### src/rtl/uart_pkg.sv
// Shared UART definitions: receiver FSM states, parity modes, oversampling points.
// Pure declarations, no logic and no latency.
// Not applicable (no handshake).
package uart_pkg;

  typedef enum logic [2:0] {
    ST_IDLE      = 3'd0,
    ST_START     = 3'd1,
    ST_DATA      = 3'd2,
    ST_PARITY    = 3'd3,
    ST_STOP      = 3'd4,
    ST_WAIT_HIGH = 3'd5
  } uart_state_e;

  localparam int PAR_NONE = 0;
  localparam int PAR_EVEN = 1;
  localparam int PAR_ODD  = 2;

  localparam int OVERSAMPLE = 16;
  localparam int SAMPLE_LO  = 7;
  localparam int SAMPLE_HI  = 9;

  // Two-out-of-three vote used to reject single-sample line noise.
  function automatic logic maj3(input logic a, input logic b, input logic c);
    return (a & b) | (a & c) | (b & c);
  endfunction

endpackage

### src/rtl/baud_gen.sv
// Oversampling tick generator: one-cycle b_tick_o every CLK_FREQ/(BAUDRATE*OVERSAMPLE) clocks.
// Free-running from reset, first tick F_COUNT clocks after reset release.
// No backpressure; consumers must act on the tick in the cycle it is high.
module baud_gen #(
  parameter int CLK_FREQ   = 100_000_000,
  parameter int BAUDRATE   = 9600,
  parameter int OVERSAMPLE = 16
) (
  input  logic clk_i,
  input  logic rst_ni,
  output logic b_tick_o
);

  localparam int F_COUNT = CLK_FREQ / (BAUDRATE * OVERSAMPLE);
  localparam int CW      = (F_COUNT > 1) ? $clog2(F_COUNT) : 1;
  localparam logic [CW-1:0] LAST = CW'(F_COUNT - 1);

  logic [CW-1:0] cnt_q, cnt_d;

  assign b_tick_o = (cnt_q == LAST);

  // Wrap the divider on every tick.
  always_comb begin
    cnt_d = b_tick_o ? '0 : cnt_q + CW'(1);
  end

  // Divider register.
  always_ff @(posedge clk_i or negedge rst_ni) begin
    if (!rst_ni) cnt_q <= '0;
    else         cnt_q <= cnt_d;
  end

endmodule

### src/rtl/uart_rx_cfg.sv
// Configurable UART receiver (5..9 data bits, none/even/odd parity, 1/2 stop) with 16x majority sampling.
// rx_valid rises 1 clk after the mid-point tick of the last stop bit.
// Single holding register; a frame completing while the word is still held is dropped with an overrun pulse.
module uart_rx_cfg
  import uart_pkg::*;
#(
  parameter int CLK_FREQ  = 100_000_000,
  parameter int BAUDRATE  = 9600,
  parameter int DATA_BITS = 8,
  parameter int PARITY    = 0,
  parameter int STOP_BITS = 1
) (
  input  logic                 clk,
  input  logic                 reset,
  input  logic                 rx,
  input  logic                 rx_ready,
  output logic [DATA_BITS-1:0] rx_data,
  output logic                 rx_valid,
  output logic                 parity_err,
  output logic                 frame_err,
  output logic                 break_det,
  output logic                 overrun,
  output logic                 busy
);

  logic                 b_tick;
  logic                 rx_s1_q, rs_q;
  uart_state_e          state_q;
  logic [3:0]           tc_q;
  logic [3:0]           bit_idx_q;
  logic                 stop_idx_q;
  logic                 s7_q, s8_q;
  logic [DATA_BITS-1:0] shreg_q;
  logic                 par_bit_q, err_p_q, err_f_q;
  logic [DATA_BITS-1:0] rx_data_q;
  logic                 rx_valid_q, parity_err_q, frame_err_q, break_det_q, overrun_q;

  logic maj, at_mid, at_end, stop_f, is_break, last_stop, can_load, par_err_now;

  baud_gen #(
    .CLK_FREQ  (CLK_FREQ),
    .BAUDRATE  (BAUDRATE),
    .OVERSAMPLE(OVERSAMPLE)
  ) u_baud_gen (
    .clk_i   (clk),
    .rst_ni  (reset),
    .b_tick_o(b_tick)
  );

  // Two-flop synchroniser; resets to the idle line level so reset never looks like a start bit.
  always_ff @(posedge clk or negedge reset) begin
    if (!reset) begin
      rx_s1_q <= 1'b1;
      rs_q    <= 1'b1;
    end else begin
      rx_s1_q <= rx;
      rs_q    <= rx_s1_q;
    end
  end

  // Sampling decisions and frame-completion qualifiers.
  always_comb begin
    maj         = maj3(s7_q, s8_q, rs_q);
    at_mid      = b_tick && (tc_q == 4'(SAMPLE_HI));
    at_end      = b_tick && (tc_q == 4'(OVERSAMPLE - 1));
    stop_f      = err_f_q | ~maj;
    last_stop   = (stop_idx_q == 1'(STOP_BITS - 1));
    is_break    = (shreg_q == '0) && ((PARITY == PAR_NONE) || !par_bit_q) && stop_f;
    can_load    = !rx_valid_q || rx_ready;
    par_err_now = ((^shreg_q) ^ maj) != (PARITY == PAR_ODD);
  end

  // Receive FSM with holding register and status outputs, all registered.
  always_ff @(posedge clk or negedge reset) begin
    if (!reset) begin
      state_q      <= ST_IDLE;
      tc_q         <= '0;
      bit_idx_q    <= '0;
      stop_idx_q   <= 1'b0;
      s7_q         <= 1'b1;
      s8_q         <= 1'b1;
      shreg_q      <= '0;
      par_bit_q    <= 1'b0;
      err_p_q      <= 1'b0;
      err_f_q      <= 1'b0;
      rx_data_q    <= '0;
      rx_valid_q   <= 1'b0;
      parity_err_q <= 1'b0;
      frame_err_q  <= 1'b0;
      break_det_q  <= 1'b0;
      overrun_q    <= 1'b0;
    end else begin
      break_det_q <= 1'b0;
      overrun_q   <= 1'b0;
      // Consumer takes the held word; a load later in this block overrides the clear.
      if (rx_ready) rx_valid_q <= 1'b0;

      if (b_tick) begin
        if (tc_q == 4'(SAMPLE_LO))     s7_q <= rs_q;
        if (tc_q == 4'(SAMPLE_LO + 1)) s8_q <= rs_q;
        tc_q <= tc_q + 4'd1;

        case (state_q)
          ST_IDLE: begin
            tc_q <= '0;
            if (!rs_q) begin
              state_q   <= ST_START;
              err_p_q   <= 1'b0;
              err_f_q   <= 1'b0;
              par_bit_q <= 1'b0;
            end
          end
          ST_START: begin
            if (at_mid && maj) begin
              state_q <= ST_IDLE;
            end else if (at_end) begin
              state_q   <= ST_DATA;
              bit_idx_q <= '0;
            end
          end
          ST_DATA: begin
            if (at_mid) shreg_q <= {maj, shreg_q[DATA_BITS-1:1]};
            if (at_end) begin
              if (bit_idx_q == 4'(DATA_BITS - 1)) begin
                state_q    <= (PARITY != PAR_NONE) ? ST_PARITY : ST_STOP;
                stop_idx_q <= 1'b0;
              end else begin
                bit_idx_q <= bit_idx_q + 4'd1;
              end
            end
          end
          ST_PARITY: begin
            if (at_mid) begin
              par_bit_q <= maj;
              err_p_q   <= par_err_now;
            end
            if (at_end) state_q <= ST_STOP;
          end
          ST_STOP: begin
            if (at_mid) begin
              if (last_stop) begin
                if (is_break) begin
                  break_det_q <= 1'b1;
                  state_q     <= ST_WAIT_HIGH;
                end else begin
                  if (can_load) begin
                    rx_data_q    <= shreg_q;
                    parity_err_q <= err_p_q;
                    frame_err_q  <= stop_f;
                    rx_valid_q   <= 1'b1;
                  end else begin
                    overrun_q <= 1'b1;
                  end
                  state_q <= stop_f ? ST_WAIT_HIGH : ST_IDLE;
                end
              end else begin
                err_f_q <= stop_f;
              end
            end else if (at_end) begin
              stop_idx_q <= 1'b1;
            end
          end
          ST_WAIT_HIGH: begin
            if (rs_q) state_q <= ST_IDLE;
          end
          default: state_q <= ST_IDLE;
        endcase
      end
    end
  end

  assign rx_data    = rx_data_q;
  assign rx_valid   = rx_valid_q;
  assign parity_err = parity_err_q;
  assign frame_err  = frame_err_q;
  assign break_det  = break_det_q;
  assign overrun    = overrun_q;
  assign busy       = (state_q != ST_IDLE);

endmodule

### config.mk
export PLATFORM = sky130hd
export DESIGN_NAME = uart_rx_cfg
export DESIGN_NICKNAME = d
export VERILOG_FILES = /design/src/rtl/uart_pkg.sv /design/src/rtl/baud_gen.sv /design/src/rtl/uart_rx_cfg.sv
export SDC_FILE = /design/constraint.sdc
export NUM_CORES = 1
export LEC_CHECK = 0
export CAP_MARGIN = 15
export CORE_ASPECT_RATIO = 1.4
export CORE_MARGIN = 4
export CORE_UTILIZATION = 45
export CTS_CLUSTER_SIZE = 25
export DETAILED_ROUTE_END_ITERATION = 12
export PLACE_DENSITY = 0.65
export SKIP_LAST_GASP = 1
export SLEW_MARGIN = 20
export SYNTH_ARGS = -nofsm -noshare
export SYNTH_HDL_FRONTEND = slang
export SYNTH_HIERARCHICAL = 1
export SYNTH_SLANG_ARGS = --single-unit
### constraint.sdc
create_clock -name clk -period 2.55 [get_ports clk]
set_clock_uncertainty 0.2 [all_clocks]
set_input_delay 0.51 -clock clk [delete_from_list [all_inputs] [get_ports clk]]
set_output_delay 0.51 -clock clk [all_outputs]
set_load 0.005 [all_outputs]
==> qor.yml, run 1 <==
route:
  postRouteAntennaNets: 0
  drtIter0Drc: 46
  routed_wirelength_mm: 4.58
  num_vias: 1770
  drc_errors: 0
  via_per_inst: 5.46
  drt_pass1_iterations: 4
  wl_per_cell_microns: 14.1
timing:
  max_freq_mhz: 401
  max_slew_margin_pct: 68.7
  report.final.setup_viol: 0
  period_needed_ns: 2.49
  tightest_slew_ns: 0.470
  slew_viol_final: 0
  grt_setup_unrepaired: "yes"
  period_share_pct: 97.7
  hold_violations: 0
cells_and_area:
  layout_commonest_cell: "dfrtp_1"
  final_layout_size_suffix_gt1_share_pct: 25.2
  diodes: 0
  syn_to_final_growth_pct: 20.9
  mostFrequentLayoutCells: "dfrtp_1, buf_4, clkdlybuf4s50_1, inv_1, nand2_1"
  stdcell_count: 324
  fin_nets: 271
logic_synthesis:
  ys_types: 54
  yosysWarnings: 6
  synthesis.nets: 232
  syn_inst: 218
  ys_seq_area_share_pct: 49.2
  avgSynthCellArea_sq_um: 11.5
  netlist_area_sq_um: 2500
  synth-main-ff-cell: "dfrtp_1"
  synth_seq_cells: 49
  synthArstFlopShare_pct: 100
  synth_edf_count: 0
worst_hold_path:
  hold_class: "reg -> reg"
cts:
  max-clock-path-buffers: 2
  cts_tree: "built"
  clk_latency_ns: 0.31
  root_buffer: "clkbuf_8"
  path_clk_slew_ns: 0.09
  h-tree-depth: 2
  clkSinkCount: 49
  numCtsBuffers: 5
placement:
  placedCellCount: 311
  port_buffers: 17
  dp_hpwl_mm: 3.36
  routabilityCongestion: 0.762
power_and_ir_drop:
  power.density_nw_per_um2: 423
  power_mw: 1.28
  leakagePower_nw: 1.45
  ir_drop_mv: 0.232
global_routing:
  grt_max_degree: 31
  grt_use_total_pct: 14.4
  grt_pass1_vias: 1755
  antenna_found_initial: 0
  grt_pass1_wl_mm: 7.87
  overflow: 0
run_status:
  run_status: "completed"
die:
  start_util_pct: 47.4
  ios: 18
  core_area_sq_um: 5280
  die_h_microns: 96.2
  placementRows: 31
  die_w_microns: 71.0
  die_area_sq_um: 6840
critical_path:
  critPathKind: "reg -> reg"
  endpoint_kind: "flip-flop"
  critPathMaxFanout: 5
  cp.arrival_ns: 2.49
  required_ns: 2.54
  crit_path_start_kind: "flip-flop"
run:
  maxCapViolCount: 0
-- synth_stat cells (2+ instances only) --
library cell	number	area (sq um)
ha_1	10	125
mux2i_1	8	80.1
and4_1	2	17.5
nor3b_1	2	15.0
nor4b_1	2	17.5
inv_1	15	56.3
clkbuf_1	4	15.0
buf_4	2	15.0
o31ai_1	8	60.1
xor2_1	2	17.5
a21oi_1	5	25.0
nor2_1	10	37.5
nand4b_1	2	17.5
mux2_2	5	56.3
o21ai_0	7	35.0
dfstp_2	4	105
or3_1	2	12.5
nor2b_1	2	12.5
a31oi_1	4	25.0
nand4_1	3	18.8
mux2_4	10	150
nand3_1	8	40.0
buf_2	2	10.0
nor3_1	4	20.0
a2bb2oi_1	2	17.5
nand2b_1	2	12.5
nand2_1	12	45.0
dfrtp_1	45	1130
a221oi_1	2	17.5
xnor2_1	8	70.1
-- path summary, 6_finish.rpt --
path | cells past startpoint | slack [ns] | to | start
worst max register to register | 9 | 0.06 | rx_data[5]$_DFFE_PN0P_ | u_baud_gen/cnt_q[0]$_DFF_PN0_
min in group asynchronous | 2 | 0.48 | u_baud_gen/cnt_q[3]$_DFF_PN0_ | reset
worst max-delay path | 9 | 0.06 | rx_data[5]$_DFFE_PN0P_ | u_baud_gen/cnt_q[0]$_DFF_PN0_
worst min register to register | 0 | 0.17 | rs_q$_DFF_PN1_ | rx_s1_q$_DFF_PN1_
max in group asynchronous | 3 | 1.15 | overrun$_DFF_PN0_ | reset
worst min-delay path | 0 | 0.17 | rs_q$_DFF_PN1_ | rx_s1_q$_DFF_PN1_
-- cells by family after synthesis --
group           after synthesis  synth area share [%]
compound gates               36                  9.80
xor+xnor                     10                  3.50
fa+ha+maj                    11                  5.45
buf+inv                      24                  4.30
flops                        49                  49.2
mux                          23                  11.4
simple gates                 65                  16.3
-- state kept, by name, summed over array words and instances (netlist names), 3 cells and up --
signal,cells
tc_q,4
rx_data,8
shreg_q,8
state_q,3
u_baud_gen/cnt_q,10
bit_idx_q,4
-- layer usage --
layer  routed length [microns]  global-route usage, %  share of wire, %
met1                      2000                   17.5                44
met2                      2380                   25.6                52
met3                       149                   2.82               3.3
met4                        42                   4.70              0.92
met5                         0                      0                 0
-- what timing repair did --
item,in CTS,in global routing
hold endpoints to repair,15,0
buffers inserted,0,3
hold buffers,1,0
setup endpoints to repair,0,15
resized for setup,0,8
-- cell type report --
class,count,area [sq um]
fillers,500,2250
clock buffers,5,68.8
flip-flops and latches,49,1230
well taps,66,82.6
clock inverters,3,25.0
inverters,15,56.3
multi-input cells,145,1190
repair buffers,41,372
-- worst max-delay path, cell delays in order, from the launching register on --
cell and delay [ns]:
dfrtp_1 0.39, inv_1 0.06, ha_1 0.14, nor4b_4 0.17, and4_1 0.23, and4b_2 0.28
nand4b_4 0.11, or3_4 0.37, buf_6 0.15, mux2_4 0.29
-- per-stage QoR --
step / hold slack, ns / setup TNS (ns) / setup WS [ns] / cell area, sq um / util, %
after floorplan: 0.0144 / -1.54 / -0.154 / 2530 / -
after global placement: 0.147 / 0 / 0.106 / 2870 / 54.3
after detailed placement: 0.154 / 0 / 0.0671 / 2870 / 54.3
after CTS: 0.167 / 0 / 0.0441 / 2970 / 56.3
after global routing: 0.169 / -1.05 / -0.101 / 3030 / 57.4
final: 0.165 / 0 / 0.0590 / 3030 / 57.4
-- report_power, final --
part	internal [mW]	switching, mW
clock	0.198	0.276
combinational	0.00834	0.0171
sequential	0.780	0.00157
total	0.986	0.295
(Power assumes the default switching activity.)
==> inputs of run 2 (changes only) <==
--- a/config.mk
+++ b/config.mk
@@ -8,13 +8,15 @@
 export CAP_MARGIN = 15
 export CORE_ASPECT_RATIO = 1.4
 export CORE_MARGIN = 4
-export CORE_UTILIZATION = 45
+export CORE_UTILIZATION = 52
 export CTS_CLUSTER_SIZE = 25
 export DETAILED_ROUTE_END_ITERATION = 12
-export PLACE_DENSITY = 0.65
+export PLACE_DENSITY = 0.74
+export REMOVE_ABC_BUFFERS = 1
 export SKIP_LAST_GASP = 1
 export SLEW_MARGIN = 20
 export SYNTH_ARGS = -nofsm -noshare
 export SYNTH_HDL_FRONTEND = slang
 export SYNTH_HIERARCHICAL = 1
 export SYNTH_SLANG_ARGS = --single-unit
+export TNS_END_PERCENT = 10
==> run 2 against run 1 <==
  * Maximum frequency increased by 0.84%
  * Register-to-register slack improved by 0.02 ns
  * Routed wire length increased by 3.3%
  * Worst setup slack improved by 0.021 ns
  * Die area decreased by 12%
  * Count of clock-buffer cells in the layout unchanged
  * First-iteration DRC count increased by 63%
  * Global-route usage increased by 2.5 points
  * Critical path type unchanged
  * Critical endpoint is now rx_data[1]$_DFFE_PN0P_
  * Highest routed layer unchanged
==> qor.yml, run 2 (same netlist as run 1, synthesis figures left out) <==
cts:
  numCtsBuffers: 5  # unchanged
  path_clk_slew_ns: 0.10  # was 0.09 ns
  clkSinkCount: 49  # unchanged
  clk_latency_ns: 0.30  # was 0.31 ns
  max-clock-path-buffers: 2  # unchanged
  cts_tree: "built"  # unchanged
  root_buffer: "clkbuf_8"  # unchanged
  h-tree-depth: 2  # unchanged
die:
  core_area_sq_um: 4610  # was 5280 sq um
  die_area_sq_um: 6000  # was 6840 sq um
  start_util_pct: 54.3  # was 47.4%
  die_w_microns: 66.6  # was 71.0 microns
  placementRows: 29  # was 31
  die_h_microns: 90.1  # was 96.2 microns
  ios: 18  # unchanged
power_and_ir_drop:
  p_sw_uw: 294  # was 295 uW
  power_mw: 1.28  # about the same
  swShare_pct: 22.9  # was 23.0%
  pwr-share-seq_pct: 60.9  # was 61.0%
  combinationalPowerShare_pct: 2.0  # about the same
  power.density_nw_per_um2: 428  # was 423 nW/um^2
  ir_drop_mv: 0.406  # was 0.232 mV
  power_frac_clock_pct: 37.1  # was 37.0%
  leakagePower_nw: 1.44  # was 1.45 nW
  p_int_uw: 988  # was 986 uW
timing:
  slew_viol_final: 0  # unchanged
  period_share_pct: 96.9  # was 97.7%
  max_slew_margin_pct: 72.1  # was 68.7%
  max_freq_mhz: 405  # was 401 MHz
  fin_ws_ns: 0.0797  # was 0.0590 ns
  report.final.setup_viol: 0  # unchanged
  grt_setup_unrepaired: "yes"  # unchanged
  hold_violations: 0  # unchanged
  period_needed_ns: 2.47  # was 2.49 ns
  tightest_slew_ns: 0.419  # was 0.470 ns
  setup_tns_ns: 0  # unchanged
placement:
  dp_slack_ns: -0.0599  # was 0.0671 ns
  port_buffers: 17  # unchanged
  placed_area_sq_um: 2850  # was 2870 sq um
  routabilityCongestion: 0.757  # was 0.762
  dp_hpwl_mm: 3.46  # was 3.36 mm
  placedCellCount: 307  # was 311
critical_path:
  crit_path_end: "rx_data[1]$_DFFE_PN0P_"  # was rx_data[5]$_DFFE_PN0P_
  critPathMaxFanout: 5  # unchanged
  crit_path_start_kind: "flip-flop"  # unchanged
  worstReg2RegEnd: "rx_data[1]$_DFFE_PN0P_"  # was rx_data[5]$_DFFE_PN0P_
  cp.arrival_ns: 2.47  # was 2.49 ns
  ff2ff_setup_slack_ns: 0.08  # was 0.06 ns
  reg2regPathDepth: 9  # unchanged
  endpoint_kind: "flip-flop"  # unchanged
  required_ns: 2.55  # was 2.54 ns
  worstReg2RegStart: "u_baud_gen/cnt_q[0]$_DFF_PN0_"  # unchanged
  cp-startpoint: "u_baud_gen/cnt_q[0]$_DFF_PN0_"  # unchanged
  critPathKind: "reg -> reg"  # unchanged
cells_and_area:
  finalInstanceArea_sq_um: 3000  # was 3030 sq um
  num-fill-cells: 380  # was 500
  layout_commonest_cell: "dfrtp_1"  # unchanged
  seqCellArea_sq_um: 1230  # unchanged
  fin_nets: 268  # was 271
  syn_to_final_growth_pct: 19.7  # was 20.9%
  top_register: "u_baud_gen/cnt_q"  # unchanged
  multi_input_area_sq_um: 1190  # unchanged
  final_layout_size_suffix_gt1_share_pct: 24.7  # was 25.2%
  stdcell_count: 317  # was 324
  mostFrequentLayoutCells: "dfrtp_1, buf_4, clkdlybuf4s50_1, inv_1, nand2_1"  # unchanged
  largest_reg_flops: 10  # unchanged
  diodes: 0  # unchanged
run_status:
  run_status: "completed"  # unchanged
route:
  via_per_inst: 5.52  # was 5.46
  postRouteAntennaNets: 0  # unchanged
  drc_errors: 0  # unchanged
  drtIter0Drc: 75  # was 46
  routed_wirelength_mm: 4.73  # was 4.58 mm
  drt_pass1_iterations: 4  # unchanged
  wl_per_cell_microns: 14.9  # was 14.1 microns
  num_vias: 1749  # was 1770
run:
  maxCapViolCount: 0  # unchanged
global_routing:
  grt_pass1_wl_mm: 7.94  # was 7.87 mm
  overflow: 0  # unchanged
  antenna_found_initial: 0  # unchanged
  grt_use_total_pct: 16.9  # was 14.4%
  grt_max_degree: 50  # was 31
  grt_pass1_vias: 1715  # was 1755
worst_hold_path:
  hold_class: "reg -> reg"  # unchanged
run 2: what timing repair did:
| action | CTS | global route |
|---|---|---|
| hold buffers | 1 | 0 |
| buffers inserted | 0 | 0 |
| pin swaps | 2 | 3 |
| resized for setup | 3 | 7 |
| endpoints found under the hold margin | 45 | 0 |
| endpoints found under the setup margin | 11 | 13 |
| cloned | 0 | 1 |
run 2: power groups by stage:
| stage | Sequential [mW] | Clock, mW | Combinational (mW) |
|---|---|---|---|
| floorplan | 0.796 | 0 | 0.00218 |
| global placement | 0.796 | 0 | 0.0252 |
| detailed placement | 0.796 | 0 | 0.0255 |
| CTS | 0.781 | 0.487 | 0.0267 |
| global route | 0.781 | 0.525 | 0.0300 |
| finish | 0.781 | 0.476 | 0.0252 |
run 2: per-layer routing:
layer / part of all wire [%] / wire (microns) / GRT usage [%]
met4: 1.2 / 57 / 4.58
met1: 46 / 2150 / 21.8
met3: 2.8 / 134 / 3.74
met5: 0 / 0 / 0
met2: 50 / 2380 / 28.2
run 2: final cells by class:
class | count | area share (%)
Inverter | 15 | 1.88
Clock inverter | 3 | 0.835
Multi-Input combinational cell | 145 | 39.8
Timing Repair Buffer | 38 | 11.5
Sequential cell | 49 | 41.1
Tap cell | 62 | 2.59
Clock buffer | 5 | 2.30
run 2: stage by stage:
stage / utilization, % / hold WS, ns
after CTS: 64.3 / 0.161
after global routing: 65.0 / 0.166
after floorplan: - / 0.0144
after detailed placement: 61.8 / 0.147
final: 65.0 / 0.160
after global placement: 61.8 / 0.146
run 2: worst min path at each step:
stage                           start  cells past startpoint  slack [ns]                  endpoint
floorplan                       reset                      0        0.01  bit_idx_q[0]$_DFFE_PN0P_
global placement    rx_s1_q$_DFF_PN1_                      0        0.15            rs_q$_DFF_PN1_
detailed placement  rx_s1_q$_DFF_PN1_                      0        0.15            rs_q$_DFF_PN1_
CTS                 rx_s1_q$_DFF_PN1_                      0        0.16            rs_q$_DFF_PN1_
global route        rx_s1_q$_DFF_PN1_                      0        0.17            rs_q$_DFF_PN1_
finish              rx_s1_q$_DFF_PN1_                      0        0.16            rs_q$_DFF_PN1_
run 2: worst max-delay path, stage by stage, from the launching register on:
cell and delay, ns:
dfrtp_1 0.39, inv_1 0.06, ha_1 0.13, nor4b_2 0.17, and4_1 0.22, and4b_2 0.28
nand4b_4 0.11, or3_4 0.37, buf_6 0.15, mux2_4 0.29
==> inputs of run 3 (changes only) <==
--- a/config.mk
+++ b/config.mk
@@ -8,10 +8,12 @@
 export CAP_MARGIN = 15
 export CORE_ASPECT_RATIO = 1.4
 export CORE_MARGIN = 4
-export CORE_UTILIZATION = 52
+export CORE_UTILIZATION = 55
 export CTS_CLUSTER_SIZE = 25
 export DETAILED_ROUTE_END_ITERATION = 12
-export PLACE_DENSITY = 0.74
+export DONT_BUFFER_PORTS = 1
+export HOLD_SLACK_MARGIN = 0.12
+export PLACE_DENSITY = 0.72
 export REMOVE_ABC_BUFFERS = 1
 export SKIP_LAST_GASP = 1
 export SLEW_MARGIN = 20
==> run 3 against run 2 <==
  * Sequential cell count unchanged
  * Non-clock buffer count down 17
  * Total power up 5.2%
  * Largest power group unchanged
  * Clock power up 14%
  * Sequential power about the same
  * Global-route usage up 2.2 points
==> qor.yml, run 3 (same netlist as run 1, synthesis figures left out) <==
route:
  wl_per_cell_microns: 16.7  # was 14.9 microns
  routed_wirelength_mm: 4.98  # was 4.73 mm
  via_per_inst: 5.94  # was 5.52
  postRouteAntennaNets: 0  # unchanged
  drt_pass1_iterations: 4  # unchanged
  num_vias: 1777  # was 1749
  drc_errors: 0  # unchanged
  drtIter0Drc: 119  # was 75
timing:
  tightest_slew_ns: 0.508  # was 0.419 ns
  hold_violations: 0  # unchanged
  report.final.setup_viol: 0  # unchanged
  period_share_pct: 97.3  # was 96.9%
  grt_setup_unrepaired: "yes"  # unchanged
  max_freq_mhz: 403  # was 405 MHz
  period_needed_ns: 2.48  # was 2.47 ns
  max_slew_margin_pct: 65.8  # was 72.1%
  slew_viol_final: 0  # unchanged
cts:
  cts_tree: "built"  # unchanged
  numCtsBuffers: 5  # unchanged
  root_buffer: "clkbuf_8"  # unchanged
  clkSinkCount: 49  # unchanged
  path_clk_slew_ns: 0.08  # was 0.10 ns
  clk_latency_ns: 0.30  # about the same
  h-tree-depth: 2  # unchanged
  max-clock-path-buffers: 2  # unchanged
die:
  core_area_sq_um: 4310  # was 4610 sq um
  ios: 18  # unchanged
  die_w_microns: 65.0  # was 66.6 microns
  die_area_sq_um: 5710  # was 6000 sq um
  start_util_pct: 58.1  # was 54.3%
  die_h_microns: 87.8  # was 90.1 microns
  placementRows: 28  # was 29
cells_and_area:
  largest_reg_flops: 10  # unchanged
  finish.utilization_pct: 67.0  # was 65.0%
  mostFrequentLayoutCells: "dfrtp_1, inv_1, buf_4, nand2_1, mux2_4"  # was dfrtp_1, buf_4, clkdlybuf4s50_1, inv_1, nand2_1
  diodes: 0  # unchanged
  fin_nets: 252  # was 268
  layout_commonest_cell: "dfrtp_1"  # unchanged
  syn_to_final_growth_pct: 15.4  # was 19.7%
  top_register: "u_baud_gen/cnt_q"  # unchanged
  final_layout_size_suffix_gt1_share_pct: 26.4  # was 24.7%
critical_path:
  endpoint_kind: "flip-flop"  # unchanged
  crit_path_start_kind: "flip-flop"  # unchanged
  worstReg2RegStart: "u_baud_gen/cnt_q[0]$_DFF_PN0_"  # unchanged
  cp-startpoint: "u_baud_gen/cnt_q[0]$_DFF_PN0_"  # unchanged
  worstReg2RegEnd: "state_q[0]$_DFFE_PN0P_"  # was rx_data[1]$_DFFE_PN0P_
  cp.arrival_ns: 2.47  # about the same
  ff2ff_setup_slack_ns: 0.07  # was 0.08 ns
  required_ns: 2.54  # was 2.55 ns
  crit_path_end: "state_q[0]$_DFFE_PN0P_"  # was rx_data[1]$_DFFE_PN0P_
  critPathKind: "reg -> reg"  # unchanged
  critPathMaxFanout: 5  # unchanged
  reg2regPathDepth: 9  # unchanged
power_and_ir_drop:
  pwr-share-seq_pct: 57.9  # was 60.9%
  power_frac_clock_pct: 40.3  # was 37.1%
  leakagePower_nw: 1.40  # was 1.44 nW
  combinationalPowerShare_pct: 1.8  # was 2.0%
  power_mw: 1.35  # was 1.28 mW
  power.density_nw_per_um2: 467  # was 428 nW/um^2
  p_sw_uw: 268  # was 294 uW
  ir_drop_mv: 0.391  # was 0.406 mV
  swShare_pct: 19.9  # was 22.9%
  p_int_mw: 1.08  # was 988 uW
run_status:
  run_status: "completed"  # unchanged
placement:
  dp_hpwl_mm: 3.58  # was 3.46 mm
  port_buffers: 0  # was 17
  routabilityCongestion: 0.777  # was 0.757
worst_hold_path:
  hold_depth: 0  # unchanged
  hold_class: "reg -> reg"  # unchanged
global_routing:
  antenna_found_initial: 0  # unchanged
  grt_use_total_pct: 19.1  # was 16.9%
  grt_pass1_wl_mm: 8.40  # was 7.94 mm
  grt_pass1_vias: 1804  # was 1715
  overflow: 0  # unchanged
  grt_max_degree: 50  # unchanged
run:
  maxCapViolCount: 0  # unchanged
-- run 3: stage by stage --
step	hold slack [ns]	instance area (sq um)	cells	TNS (ns)	worst slack [ns]
after global routing	0.168	2890	299	-0.463	-0.0521
after detailed placement	0.0155	2650	286	-0.428	-0.0642
after floorplan	0.0144	2450	209	-6.66	-0.580
after CTS	0.162	2830	297	0	0.0354
final	0.160	2890	299	0	0.0697
after global placement	0.0155	2650	286	0	0.0203
-- run 3: power by group through the flow --
| stage | Combinational, mW | Clock [mW] | Sequential, mW |
|---|---|---|---|
| final | 0.0244 | 0.544 | 0.781 |
| after global routing | 0.0290 | 0.595 | 0.781 |
| after CTS | 0.0257 | 0.560 | 0.781 |
| after detailed placement | 0.00264 | 0 | 0.796 |
| after global placement | 0.00243 | 0 | 0.796 |
| after floorplan | 0.00218 | 0 | 0.796 |
-- run 3: worst min path at each step --
stage | startpoint | endpoint | slack (ns)
2_1_floorplan | reset | bit_idx_q[0]$_DFFE_PN0P_ | 0.01
3_3_place_gp | reset | bit_idx_q[1]$_DFFE_PN0P_ | 0.02
3_5_place_dp | reset | bit_idx_q[1]$_DFFE_PN0P_ | 0.02
4_1_cts | rx_s1_q$_DFF_PN1_ | rs_q$_DFF_PN1_ | 0.16
5_1_grt | rx_s1_q$_DFF_PN1_ | rs_q$_DFF_PN1_ | 0.17
6_report | rx_s1_q$_DFF_PN1_ | rs_q$_DFF_PN1_ | 0.16
-- run 3: layer usage --
| layer | vias to the layer above | track usage (%) | part of all wire, % | wire length [microns] |
|---|---|---|---|---|
| met4 | 0 | 6.92 | 2.6 | 131 |
| met5 | - | 0 | 0 | 0 |
| met2 | 52 | 34.1 | 52 | 2590 |
| met1 | 877 | 22.6 | 41 | 2040 |
| met3 | 17 | 3.98 | 4.3 | 215 |
| li1 | 831 | - | - | - |
-- run 3: layout make-up --
cell class                 instances  area, sq um
timing repair buffer              21          194
tap                               60         75.1
clock inverter                     2         38.8
multi-input combinational        146         1220
clock buffer                       6         72.6
fill                             330         1420
inverter                          15         56.3
sequential                        49         1230
-- run 3: repair_timing --
action                                 in CTS  in global routing
hold buffers                                3                  0
endpoints found under the hold margin      50                  0
gates cloned                                0                  1
gates resized for setup                     4                 10
buffers inserted                            0                  2
setup endpoints to repair                  11                 13
pin swaps                                   2                  5
-- run 3: critical path: stages (launching register included) --
cell and delay (ns):
dfrtp_1 0.39, inv_1 0.06, ha_1 0.14, nor4b_4 0.17
and4_1 0.25, and4b_2 0.29, buf_6 0.13, nand3_2 0.09
a221oi_2 0.33, mux2_4 0.33
